$ cat src/rtl/mmio_uart_tx_responder.sv
// Memory-mapped UART transmitter on the core's load/store port.
// Stores to TXDATA queue bytes in a FIFO that an 8N1 serialiser drains onto uart_tx.
module mmio_uart_tx_responder #(
    parameter logic [31:0] BASE_ADDR       = 32'hFFFF_0100,
    parameter int          FIFO_DEPTH      = 16,
    parameter logic [15:0] DEFAULT_DIVISOR = 16'd434
) (
    input  logic        clock,
    input  logic        reset,
    input  logic [31:0] bus_address,
    input  logic [31:0] bus_write_data,
    input  logic [2:0]  bus_format,
    input  logic        bus_read_enable,
    input  logic        bus_write_enable,
    output logic [31:0] bus_read_data,
    output logic        bus_selected,
    output logic        uart_tx
);
    localparam int AW = $clog2(FIFO_DEPTH);
    localparam int CW = AW + 1;

    typedef enum logic [1:0] {IDLE, START, DATA, STOP} state_t;

    state_t        state, state_next;
    logic [15:0]   divisor, div_clamped;
    logic [15:0]   div_cnt, div_cnt_next, eff_div, eff_div_next;
    logic [2:0]    bit_cnt, bit_cnt_next;
    logic [7:0]    tx_byte, tx_byte_next;
    logic [7:0]    fifo_mem [FIFO_DEPTH];
    logic [AW-1:0] wr_ptr, rd_ptr;
    logic [CW-1:0] count;
    logic          overflow, full, empty, pop, load_frame;
    logic          sel, push_req, push_ok, drop, ovf_clear, div_lo_we, div_hi_we;
    logic [1:0]    reg_idx, offset;
    logic [3:0]    lane_mask;
    logic [7:0]    lane1_data;
    logic [31:0]   status_word, reg_word, shifted;
    logic          unused_upper;

    assign sel          = (bus_address[31:4] == BASE_ADDR[31:4]);
    assign bus_selected = sel;
    assign reg_idx      = bus_address[3:2];
    assign offset       = bus_address[1:0];
    assign unused_upper = ^bus_write_data[31:16];

    // Byte lanes touched by a store; misaligned or non-store formats touch none.
    always_comb begin
        lane_mask = 4'b0000;
        case (bus_format)
            3'b000:  lane_mask = 4'b0001 << offset;
            3'b001:  if (!offset[0]) lane_mask = 4'b0011 << offset;
            3'b010:  if (offset == 2'b00) lane_mask = 4'b1111;
            default: lane_mask = 4'b0000;
        endcase
        if (!(sel && bus_write_enable)) lane_mask = 4'b0000;
    end

    assign lane1_data = offset[0] ? bus_write_data[7:0] : bus_write_data[15:8];
    assign push_req   = lane_mask[0] && (reg_idx == 2'd0);
    assign ovf_clear  = lane_mask[0] && (reg_idx == 2'd1) && bus_write_data[3];
    assign div_lo_we  = lane_mask[0] && (reg_idx == 2'd2);
    assign div_hi_we  = lane_mask[1] && (reg_idx == 2'd2);

    assign full        = (count == CW'(FIFO_DEPTH));
    assign empty       = (count == '0);
    assign push_ok     = push_req && (!full || pop);
    assign drop        = push_req && full && !pop;
    assign div_clamped = (divisor == 16'd0) ? 16'd1 : divisor;

    always_comb begin
        state_next   = state;
        div_cnt_next = div_cnt;
        eff_div_next = eff_div;
        bit_cnt_next = bit_cnt;
        tx_byte_next = tx_byte;
        load_frame   = 1'b0;
        pop          = 1'b0;
        uart_tx      = 1'b1;
        case (state)
            IDLE: load_frame = !empty;
            START: begin
                uart_tx = 1'b0;
                if (div_cnt == 16'd0) begin
                    state_next   = DATA;
                    div_cnt_next = eff_div - 16'd1;
                    bit_cnt_next = 3'd0;
                end else begin
                    div_cnt_next = div_cnt - 16'd1;
                end
            end
            DATA: begin
                uart_tx = tx_byte[bit_cnt];
                if (div_cnt == 16'd0) begin
                    div_cnt_next = eff_div - 16'd1;
                    if (bit_cnt == 3'd7) state_next = STOP;
                    else bit_cnt_next = bit_cnt + 3'd1;
                end else begin
                    div_cnt_next = div_cnt - 16'd1;
                end
            end
            STOP: begin
                if (div_cnt == 16'd0) begin
                    load_frame = !empty;
                    state_next = IDLE;
                end else begin
                    div_cnt_next = div_cnt - 16'd1;
                end
            end
        endcase
        // A new frame latches the divisor, so mid-frame DIVISOR writes wait for the next frame.
        if (load_frame) begin
            pop          = 1'b1;
            tx_byte_next = fifo_mem[rd_ptr];
            eff_div_next = div_clamped;
            div_cnt_next = div_clamped - 16'd1;
            state_next   = START;
        end
    end

    always_ff @(posedge clock or negedge reset) begin
        if (!reset) begin
            state    <= IDLE;
            div_cnt  <= '0;
            eff_div  <= 16'd1;
            bit_cnt  <= '0;
            tx_byte  <= '0;
            wr_ptr   <= '0;
            rd_ptr   <= '0;
            count    <= '0;
            overflow <= 1'b0;
            divisor  <= DEFAULT_DIVISOR;
        end else begin
            state   <= state_next;
            div_cnt <= div_cnt_next;
            eff_div <= eff_div_next;
            bit_cnt <= bit_cnt_next;
            tx_byte <= tx_byte_next;
            if (push_ok) wr_ptr <= wr_ptr + AW'(1);
            if (pop) rd_ptr <= rd_ptr + AW'(1);
            if (push_ok && !pop) count <= count + CW'(1);
            else if (pop && !push_ok) count <= count - CW'(1);
            if (drop) overflow <= 1'b1;
            else if (ovf_clear) overflow <= 1'b0;
            if (div_lo_we) divisor[7:0] <= bus_write_data[7:0];
            if (div_hi_we) divisor[15:8] <= lane1_data;
        end
    end

    always_ff @(posedge clock) begin
        if (push_ok) fifo_mem[wr_ptr] <= bus_write_data[7:0];
    end

    assign status_word = {16'h0000, 8'(count), 4'h0, overflow, state != IDLE, empty, full};

    always_comb begin
        case (reg_idx)
            2'd1:    reg_word = status_word;
            2'd2:    reg_word = {16'h0000, divisor};
            default: reg_word = 32'h0000_0000;
        endcase
    end

    assign shifted = reg_word >> {offset, 3'b000};

    always_comb begin
        bus_read_data = 32'h0000_0000;
        if (sel && bus_read_enable) begin
            case (bus_format)
                3'b000:  bus_read_data = {{24{shifted[7]}}, shifted[7:0]};
                3'b001:  if (!offset[0]) bus_read_data = {{16{shifted[15]}}, shifted[15:0]};
                3'b010:  if (offset == 2'b00) bus_read_data = shifted;
                3'b100:  bus_read_data = {24'h000000, shifted[7:0]};
                3'b101:  if (!offset[0]) bus_read_data = {16'h0000, shifted[15:0]};
                default: bus_read_data = 32'h0000_0000;
            endcase
        end
    end
endmodule

$ cat config.mk
export PLATFORM = sky130hd
export DESIGN_NAME = mmio_uart_tx_responder
export DESIGN_NICKNAME = d
export VERILOG_FILES = /design/src/rtl/mmio_uart_tx_responder.sv
export SDC_FILE = /design/constraint.sdc
export NUM_CORES = 1
export LEC_CHECK = 0
export BUFFER_PORTS_ARGS = -buffer_cell sky130_fd_sc_hd__buf_2
export CAP_MARGIN = 20
export CORE_MARGIN = 2
export CORE_UTILIZATION = 50
export DETAILED_ROUTE_END_ITERATION = 12
export PLACE_DENSITY = 0.69
export SLEW_MARGIN = 20
export SYNTH_ARGS = -nofsm -noshare
export SYNTH_HDL_FRONTEND = slang
export SYNTH_SLANG_ARGS = --single-unit
$ cat constraint.sdc
create_clock -name clock -period 10.4 [get_ports clock]
set_clock_uncertainty 0.2 [all_clocks]
set_input_delay 0 -clock clock [delete_from_list [all_inputs] [get_ports clock]]
set_output_delay 0 -clock clock [all_outputs]
set_load 0.05 [all_outputs]
==> flow_summary.toml <==
[route]
ant_nets = 0
firstDrtPassIters = 8
drc = 0
drtIter0Drc = 517
vias = 7223
wl_per_cell_um = 20.1
routed_wl_um = 24600
viasPerCell = 5.90

[sta]
fin_crit_ns = 4.46
fin_tns_setup_ns = 0
tightest_slew_ns = 1.01
max_freq_mhz = 224
min_period_over_period = 0.429
hold_ws_ns = -0.0223
setup_viol_count_final = 0
rsz0062_at_grt = "no"
relSlewSlack = 0.328
hold_viol = 13
drv_slew = 0
layout_setup_ws_ns = 5.94

[clocking]
clk_path_buf_depth = 3
numCtsBuffers = 23
clkSlewWorstSetupHoldPaths_ns = 0.06
cts_tree = "built"
cts_max_level = 1
clk_latency_ns = 0.52
cts-root-buf = "clkbuf_16"
cts_sinks = 203

[worst_setup_path]
crit_path_start_kind = "flip-flop"
reg2reg_from = "div_cnt[0]$_DFFE_PN0P_"
crit_fanout = 48
cp-end-kind = "flip-flop"
crit_arrival_ns = 4.67
critPathRequiredTime_ns = 10.60
cp-startpoint = "div_cnt[0]$_DFFE_PN0P_"
path_class = "reg2reg"

[logic_synthesis]
syn_avg_cell_area_um2 = 12.4
syn_nets = 939
synth-edff-count = 128
synth_xor_area_frac = 0.0319
synth_top_area_cell = "edfxtp_1"
ys_seq_area_frac = 0.549
synth_cell_types = 68
synth_area_leaders = "edfxtp_1 37%, dfrtp_1 17%, mux4_2 9.1%, nand2_1 4.1%, mux2_2 2.9%"
synth_compound_area_frac = 0.0874
synthArstFlopShare = 0.369
synthCells = 844
synth.cell_area_mm2 = 0.0104
ys_warn_count = 0
synthAdderAreaFrac = 0.0295
synth_top_family_by_area = "simple AND/OR/NAND/NOR gates"
synthFlopType = "edfxtp_1"
synth-seq-cells = 203
synthSimpleGateAreaFrac = 0.138
synth.area.mux_share = 0.127
synth_top_cell_area_share = 0.368

[die]
die_x_um = 148
die_y_um = 148
die-area_mm2 = 0.0220
rows = 52
coreArea_mm2 = 0.0204
ioPinCount = 105
initial_core_util = 0.513

[grt]
grt_pass1_wl_um = 39100
grt_usage = 0.227
grt_pass1_vias = 7029
grt_max_degree = 76
antenna_found_initial = 0
grt_overflow_total = 0

[power_and_ir_drop]
p_leak_nw = 4.90
ir_drop_mv = 0.132
power.density_mw_per_mm2 = 157

[run_status]
status = "complete, but fails checks"
violations = "hold timing"

[placed_design]
dp_hpwl_um = 16200
port_buffers = 88
dp_slack_ns = 5.98
gp_congestion = 0.901
place_area_mm2 = 0.0110

[final_layout]
nets = 1033
diodes = 0
drive_above_1_share = 0.230
syn_to_final_growth_pct = 15.7
finalInstanceArea_mm2 = 0.0121

[flow_run]
max-cap-violations = 0

[worst_hold_path]
hold_path.class = "in2async"
==> cells in the mapped netlist (4+ instances only) <==
master    count
mux2i_1       8
clkbuf_1     29
dfstp_2       6
a21oi_1      30
nor2b_1       5
a22o_1       10
or3_1        10
or4_1         6
buf_4        17
a21o_1        4
nand2_1     115
a22oi_1       8
nor2_1       36
a211oi_1      5
nand4_1       7
nor3b_1       8
o221ai_1      5
o21ai_0      31
nor4b_1       4
dfrtp_1      69
nand3_1      16
nor4_1       13
and3_1       17
buf_1         8
mux2_2       27
o21a_1        4
inv_1        18
and2_1        5
mux4_2       42
o31ai_1       4
ha_1         23
xor2_1       16
nand2b_1      4
nor3_1       22
buf_2         8
edfxtp_1    128
a31oi_1       6
a31o_2        4
o211ai_1      5
xnor2_1      22
==> cells in the final DEF (no fill, tap or decap), drive strengths merged, types with 7 or more instances in the layout <==
cell	count
xnor2	22
and3	17
dfrtp	69
or3	10
edfxtp	128
o21ai	32
nor2	37
mux2	27
a22o	10
a21oi	31
nor3	22
buf	99
inv	20
clkbuf	30
nand4	7
mux4	42
nor4	16
dlygate4sd3	33
a22oi	8
nand2	115
mux2i	8
nor3b	8
ha	23
nand3	16
xor2	16
or4	7
==> where the power goes <==
| part | internal (mW) | total, mW | switching, mW |
|---|---|---|---|
| Combinational | 0.0751 | 0.184 | 0.109 |
| Sequential | 0.879 | 0.892 | 0.0129 |
| Clock | 0.492 | 0.815 | 0.322 |
| Total | 1.45 | 1.89 | 0.444 |
==> per-stage QoR <==
step	cells	hold WS [ns]	util	total power, mW
after floorplan	844	-0.496	-	1.02
after global placement	1150	0.0218	0.540	1.08
after detailed placement	1150	0.0248	0.540	1.08
after CTS	1224	0.0316	0.593	1.90
after global routing	1224	0.0748	0.593	1.96
final	1224	-0.0223	0.593	1.89
==> timing repair <==
| item | 4_1_cts | 5_1_grt |
|---|---|---|
| hold buffers | 33 | 0 |
| resized for setup | 0 | 0 |
| buffers inserted | 0 | 0 |
| hold endpoints to repair | 222 | 0 |
==> per-layer routing <==
| metal | wire, um | vias up | GRT usage |
|---|---|---|---|
| li1 | - | 3368 | - |
| met1 | 10900 | 3551 | 0.334 |
| met2 | 11700 | 267 | 0.356 |
| met3 | 1590 | 37 | 0.0405 |
| met4 | 395 | 0 | 0.0538 |
| met5 | 0 | - | 0 |
==> kinds of logic after synthesis <==
family	after synthesis
xor gates and xnor gates	38
DFF	203
adders and majority gates	24
muxes	77
and+or+nand+nor	284
AOI/OAI and AO/OA	137
buffers and inverters	81
==> final timing paths <==
kind,cells past startpoint,to,slack [ns]
worst max-delay path,17,count[4]$_DFFE_PN0P_,5.94
worst min-delay path,2,div_cnt[9]$_DFFE_PN0P_,-0.02
worst max register to register,17,count[4]$_DFFE_PN0P_,5.94
worst min register to register,2,tx_byte[0]$_DFFE_PN0N_,0.27
max in group asynchronous,2,rd_ptr[0]$_DFFE_PN0N_,9.29
min in group clock,5,divisor[10]$_DFFE_PN0P_,0.09
==> flip-flops by register name, indices dropped and copies added (netlist names), 4 cells and up <==
| name | cells |
|---|---|
| div_cnt | 16 |
| rd_ptr | 4 |
| divisor | 16 |
| wr_ptr | 4 |
| count | 5 |
| fifo_mem | 128 |
| tx_byte | 8 |
| eff_div | 16 |
==> area by class of cell <==
| cell class | instances | area, um2 |
|---|---|---|
| clock buffers | 30 | 612 |
| flip-flops and latches | 203 | 5730 |
| fillers | 1607 | 8290 |
| multi-input cells | 560 | 4330 |
| inverters | 18 | 67.6 |
| clock inverters | 11 | 148 |
| repair buffers | 132 | 856 |
| well taps | 270 | 338 |
==> critical path: stages, from the launching register on <==
cell and delay, ns:
dfrtp_1 0.48, inv_1 0.12, ha_1 0.15, or4b_1 0.59, nor4_4 0.26, a21oi_2 0.19, nor2_2 0.14, buf_4 0.38
inv_1 0.07, buf_4 0.31, ha_1 0.29, inv_1 0.15, ha_1 0.29, a21o_1 0.19, a21oi_1 0.19, xnor2_1 0.14
nor2_1 0.07, xnor2_1 0.13
Note: power is estimated with default switching activity, not from simulation.
